## config.mk

```make
export PLATFORM = sky130hd
export DESIGN_NAME = real_window_stats
export DESIGN_NICKNAME = d
export VERILOG_FILES = /design/src/rtl/real_window_stats.sv
export SDC_FILE = /design/constraint.sdc
export NUM_CORES = 1
export LEC_CHECK = 0
export ABC_AREA = 1
export CORE_MARGIN = 4
export CORE_UTILIZATION = 42
export CTS_BUF_LIST = sky130_fd_sc_hd__clkbuf_4 sky130_fd_sc_hd__clkbuf_8
export DETAILED_ROUTE_END_ITERATION = 16
export HOLD_SLACK_MARGIN = 0.02
export SYNTH_ARGS = -nofsm -noshare
export SYNTH_HDL_FRONTEND = slang
export SYNTH_SLANG_ARGS = --single-unit
```

## constraint.sdc

```tcl
create_clock -name clk -period 6 [get_ports clk]
set_input_delay 1.5 -clock clk [delete_from_list [all_inputs] [get_ports clk]]
set_output_delay 1.5 -clock clk [all_outputs]
set_load 0.01 [all_outputs]
```

## src/rtl/real_window_stats.sv

```systemverilog
// Non-overlapping window statistics (sum, floor mean, min, max) over 2**LOG2_N
// accepted samples of a signed fixed-point real stream; exponent passes through.
module real_window_stats #(
    parameter int IN_WIDTH    = 25,
    parameter int IN_EXPONENT = -16,
    parameter int LOG2_N      = 2,
    parameter int CNT_WIDTH   = 16
) (
    input  logic                                clk,
    input  logic                                rst,
    input  logic signed [IN_WIDTH-1:0]          in_data,
    input  logic                                in_valid,
    input  logic                                clear,
    output logic signed [IN_WIDTH+LOG2_N-1:0]   out_sum,
    output logic signed [IN_WIDTH-1:0]          out_mean,
    output logic signed [IN_WIDTH-1:0]          out_min,
    output logic signed [IN_WIDTH-1:0]          out_max,
    output logic                                out_valid,
    output logic        [LOG2_N-1:0]            fill,
    output logic        [CNT_WIDTH-1:0]         windows_done
);

    localparam int SUM_WIDTH = IN_WIDTH + LOG2_N;
    localparam logic [LOG2_N-1:0]    FILL_ONE = LOG2_N'(1);
    localparam logic [CNT_WIDTH-1:0] CNT_ONE  = CNT_WIDTH'(1);

    if (LOG2_N < 1 || LOG2_N > 8 || IN_EXPONENT < -1024 || IN_EXPONENT > 1023) begin : g_param_check
        $error("real_window_stats: LOG2_N or IN_EXPONENT out of range");
    end

    logic        [LOG2_N-1:0]    fill_reg;
    logic signed [SUM_WIDTH-1:0] acc_sum_reg;
    logic signed [IN_WIDTH-1:0]  acc_min_reg;
    logic signed [IN_WIDTH-1:0]  acc_max_reg;
    logic signed [SUM_WIDTH-1:0] out_sum_reg;
    logic signed [IN_WIDTH-1:0]  out_mean_reg;
    logic signed [IN_WIDTH-1:0]  out_min_reg;
    logic signed [IN_WIDTH-1:0]  out_max_reg;
    logic                        out_valid_reg;
    logic        [CNT_WIDTH-1:0] windows_done_reg;

    logic                        seed;
    logic                        complete;
    logic signed [SUM_WIDTH-1:0] in_ext;
    logic signed [SUM_WIDTH-1:0] sum_next;
    logic signed [IN_WIDTH-1:0]  min_next;
    logic signed [IN_WIDTH-1:0]  max_next;

    // The first sample of a window (including one arriving with clear) seeds min/max.
    assign seed     = (fill_reg == '0) || clear;
    assign complete = (fill_reg == '1) && !clear;
    assign in_ext   = {{LOG2_N{in_data[IN_WIDTH-1]}}, in_data};

    always_comb begin
        sum_next = acc_sum_reg + in_ext;
        min_next = (in_data < acc_min_reg) ? in_data : acc_min_reg;
        max_next = (in_data > acc_max_reg) ? in_data : acc_max_reg;
        if (seed) begin
            sum_next = in_ext;
            min_next = in_data;
            max_next = in_data;
        end
    end

    always_ff @(posedge clk) begin
        out_valid_reg <= 1'b0;
        if (rst) begin
            fill_reg         <= '0;
            acc_sum_reg      <= '0;
            acc_min_reg      <= '0;
            acc_max_reg      <= '0;
            out_sum_reg      <= '0;
            out_mean_reg     <= '0;
            out_min_reg      <= '0;
            out_max_reg      <= '0;
            windows_done_reg <= '0;
        end else if (in_valid) begin
            acc_sum_reg <= sum_next;
            acc_min_reg <= min_next;
            acc_max_reg <= max_next;
            fill_reg    <= clear ? FILL_ONE : fill_reg + FILL_ONE;
            if (complete) begin
                out_sum_reg   <= sum_next;
                // Upper bits of the sum are exactly the arithmetic shift right by LOG2_N.
                out_mean_reg  <= sum_next[SUM_WIDTH-1:LOG2_N];
                out_min_reg   <= min_next;
                out_max_reg   <= max_next;
                out_valid_reg <= 1'b1;
                if (windows_done_reg != '1)
                    windows_done_reg <= windows_done_reg + CNT_ONE;
            end
        end else if (clear) begin
            fill_reg <= '0;
        end
    end

    assign out_sum      = out_sum_reg;
    assign out_mean     = out_mean_reg;
    assign out_min      = out_min_reg;
    assign out_max      = out_max_reg;
    assign out_valid    = out_valid_reg;
    assign fill         = fill_reg;
    assign windows_done = windows_done_reg;

endmodule

```

==> run metrics <==
status=completed; DRT antenna net count=0; DRC Markers=0; Syn Area/Cell=6.25 um2; Die X=170 um; WL/cell=15.0 um; most frequent cells in the layout=nand2_1, inv_1, nor2_1, nand3_1, dfxtp_1; total routed wirelength=33.3 mm; Post-Syn Area=11100 um2; Final Skew=0.0210 ns; NumNets Final=slightly below 2000; placed inst area=12700 um2; critical path launch point=in_data[16]; leak pwr=6.64 nW; Core ar.=26000 um2; Initial Utilization=42.7%; final setup TNS=0 ns; count of state elements after synthesis=173; Hold Buf Count CTS=0; CTS tree=done; Layout Cells excl Fill=2211; diodes inserted=0; most frequent CP cell=nand2_1; Critical Path Slowest Stage Cell=clkdlybuf4s50_1; post-CTS sizing=0; Vias=11088; crit path cell chain=clkdlybuf4s50_1 > ha_1 > a21o_1 > nor2_1 > nand2_1 > a21oi_2 > nand2_1 > nand2_2 > nand3_4 > nand2_1 > nand3_1 > nand2_1 > inv_1; Seq/Total Area, Yosys=31.2%; vias per cell=5.01; synth unique cells=33; Final WS setup=1.74 ns; cell area after layout=13100 um2; delay-heaviest family, CP=simple AND/OR/NAND/NOR gates; dpl hpwl=approximately 23 mm; htree depth=4; later-pin clock latency in the skew report=0.48 ns; worst-path maximum fanout=26; first-pass GRT wire length=approximately 53 mm; row cnt=59; setup violators final=0; final worst path period share=a little under three quarters; Hold WC Path Type=flip-flop to flip-flop; initial DRC count=648; Pre-antenna DRT Iters=5; fmax=0.235 GHz; commonest non-fill, non-tap cell in the layout=nand2_1; Syn. warnings=0; number of synthesized flops with an enable pin=0; FF-to-FF Start=fill[0]; Critical Path Source Type=input pin; Critical Path Sink Type=flip-flop; total power=about 2.7 mW; async set-reset flop share out of synthesis=0%; slew margin rel.=between 20% and 30%; Clock transition at path regs=0.10 ns; root buffer cell=clkbuf_8; GRT overflow=0; Least-Margin Pin Slew=between 1 and 1.5 ns; Critical Path RT=6.38 ns; minimum clock period=roughly 4.3 ns; clock buffer depth=2; Max rail drop VDD=0.116 mV; syn_nets=about 1900; number of global-route vias before repair=10265; # Post-CTS Setup Buffers=0; GRT Total Usage=22.6%; power density cells=206 nW/um2; main flop type after synthesis=dfxtp_1; Hold Startpoint=windows_done[14]; Sink Count=173; share of cells above drive strength 1=3.46%; placed cells=2179; Area Growth Syn to Fin=17.9%; Die H=170 um; TritonCTS Buffers=17; crit path buf inv count=2; Worst path max stage delay=0.85 ns; Syn Inst Count=1774; Worst Setup Path Type=input pin to flip-flop; MaxCap Viol Count=0; maximum number of pins on one net before global-route repair=149; Critical Path AT=4.65 ns; IO buf count=~150; boundary pin count=150; die area=around 29000 um2; RSZ-0062 raised after global routing=false; dpl ws=1.28 ns; initial antenna violation count=0; routability-driven placement congestion ratio=~0.95; final hold violation count=0; FILL cells=2710; Slew Limit Fails=0
-- layout make-up --
type	instances	area (um2)	area share (%)
clock inverter	12	149	1.14
inverter	290	1090	8.35
timing repair buffer	168	1640	12.5
sequential	173	3460	26.5
clock buffer	20	263	2.01
multi-input combinational	1213	6050	46.3
tap	335	419	3.21
-- power by group --
part           total [mW]  switching [mW]  internal (mW)
Combinational       0.592           0.392          0.200
Clock               0.889           0.486          0.403
Sequential           1.22          0.0240           1.19
-- Yosys cell counts, types with 3 or more instances --
cell type    n  area (um2)
nand2_1    400        1500
inv_1      290        1090
nor2_1     257         965
nand3_1    208        1040
dfxtp_1    173        3460
a21oi_1    113         566
ha_1        78         976
o21ai_0     56         280
clkbuf_1    45         169
nand4_1     43         269
buf_4       25         188
buf_2       17        85.1
buf_1        9        33.8
o211ai_1     9        67.6
a21o_1       8        60.1
nor3_1       7        35.0
nand3b_1     6        45.0
and3_1       3        18.8
nand2_2      3        18.8
o21bai_1     3        22.5
or2_2        3        18.8
xnor2_1      3        26.3
xor2_1       3        26.3
-- tightest hold or removal path, stage by stage, from the launching register on --
cell	delay (ns)
dfxtp_1	0.35
inv_1	0.07
a21oi_1	0.05
-- layer usage --
metal / part of all wire (%) / GRT usage, % / wire length [um] / vias to the layer above
li1: - / - / - / 5749
met1: 46 / 29.4 / 15300 / 5060
met2: 47 / 39.3 / 15800 / 244
met3: 4.1 / 3.12 / 1380 / 35
met4: 2.3 / 6.60 / 757 / 0
met5: 0 / 0 / 0 / -
-- cells by family after synthesis --
kind of cell	synth area share, %
flops	31.2
buf+inv	14.3
compound gates	9.35
fa+ha+maj	8.98
simple gates	35.7
xor+xnor	0.474
-- stage by stage --
step | util (%) | hold WS [ns]
6_report | 50.3 | 0.508
5_1_grt | 50.3 | 0.538
4_1_cts | 50.3 | 0.506
3_5_place_dp | 48.7 | 0.480
3_3_place_gp | 48.7 | 0.468
2_1_floorplan | - | 0.453
-- path summary, 6_finish.rpt --
check	to	slack, ns	cells after the start
worst min-delay path	windows_done[14]	0.51	2
worst max-delay path	out_min[16]	1.74	13
worst max register to register	out_min[16]	3.20	10
worst min register to register	windows_done[14]	0.51	2
Power figures use the tool's default switching activity.
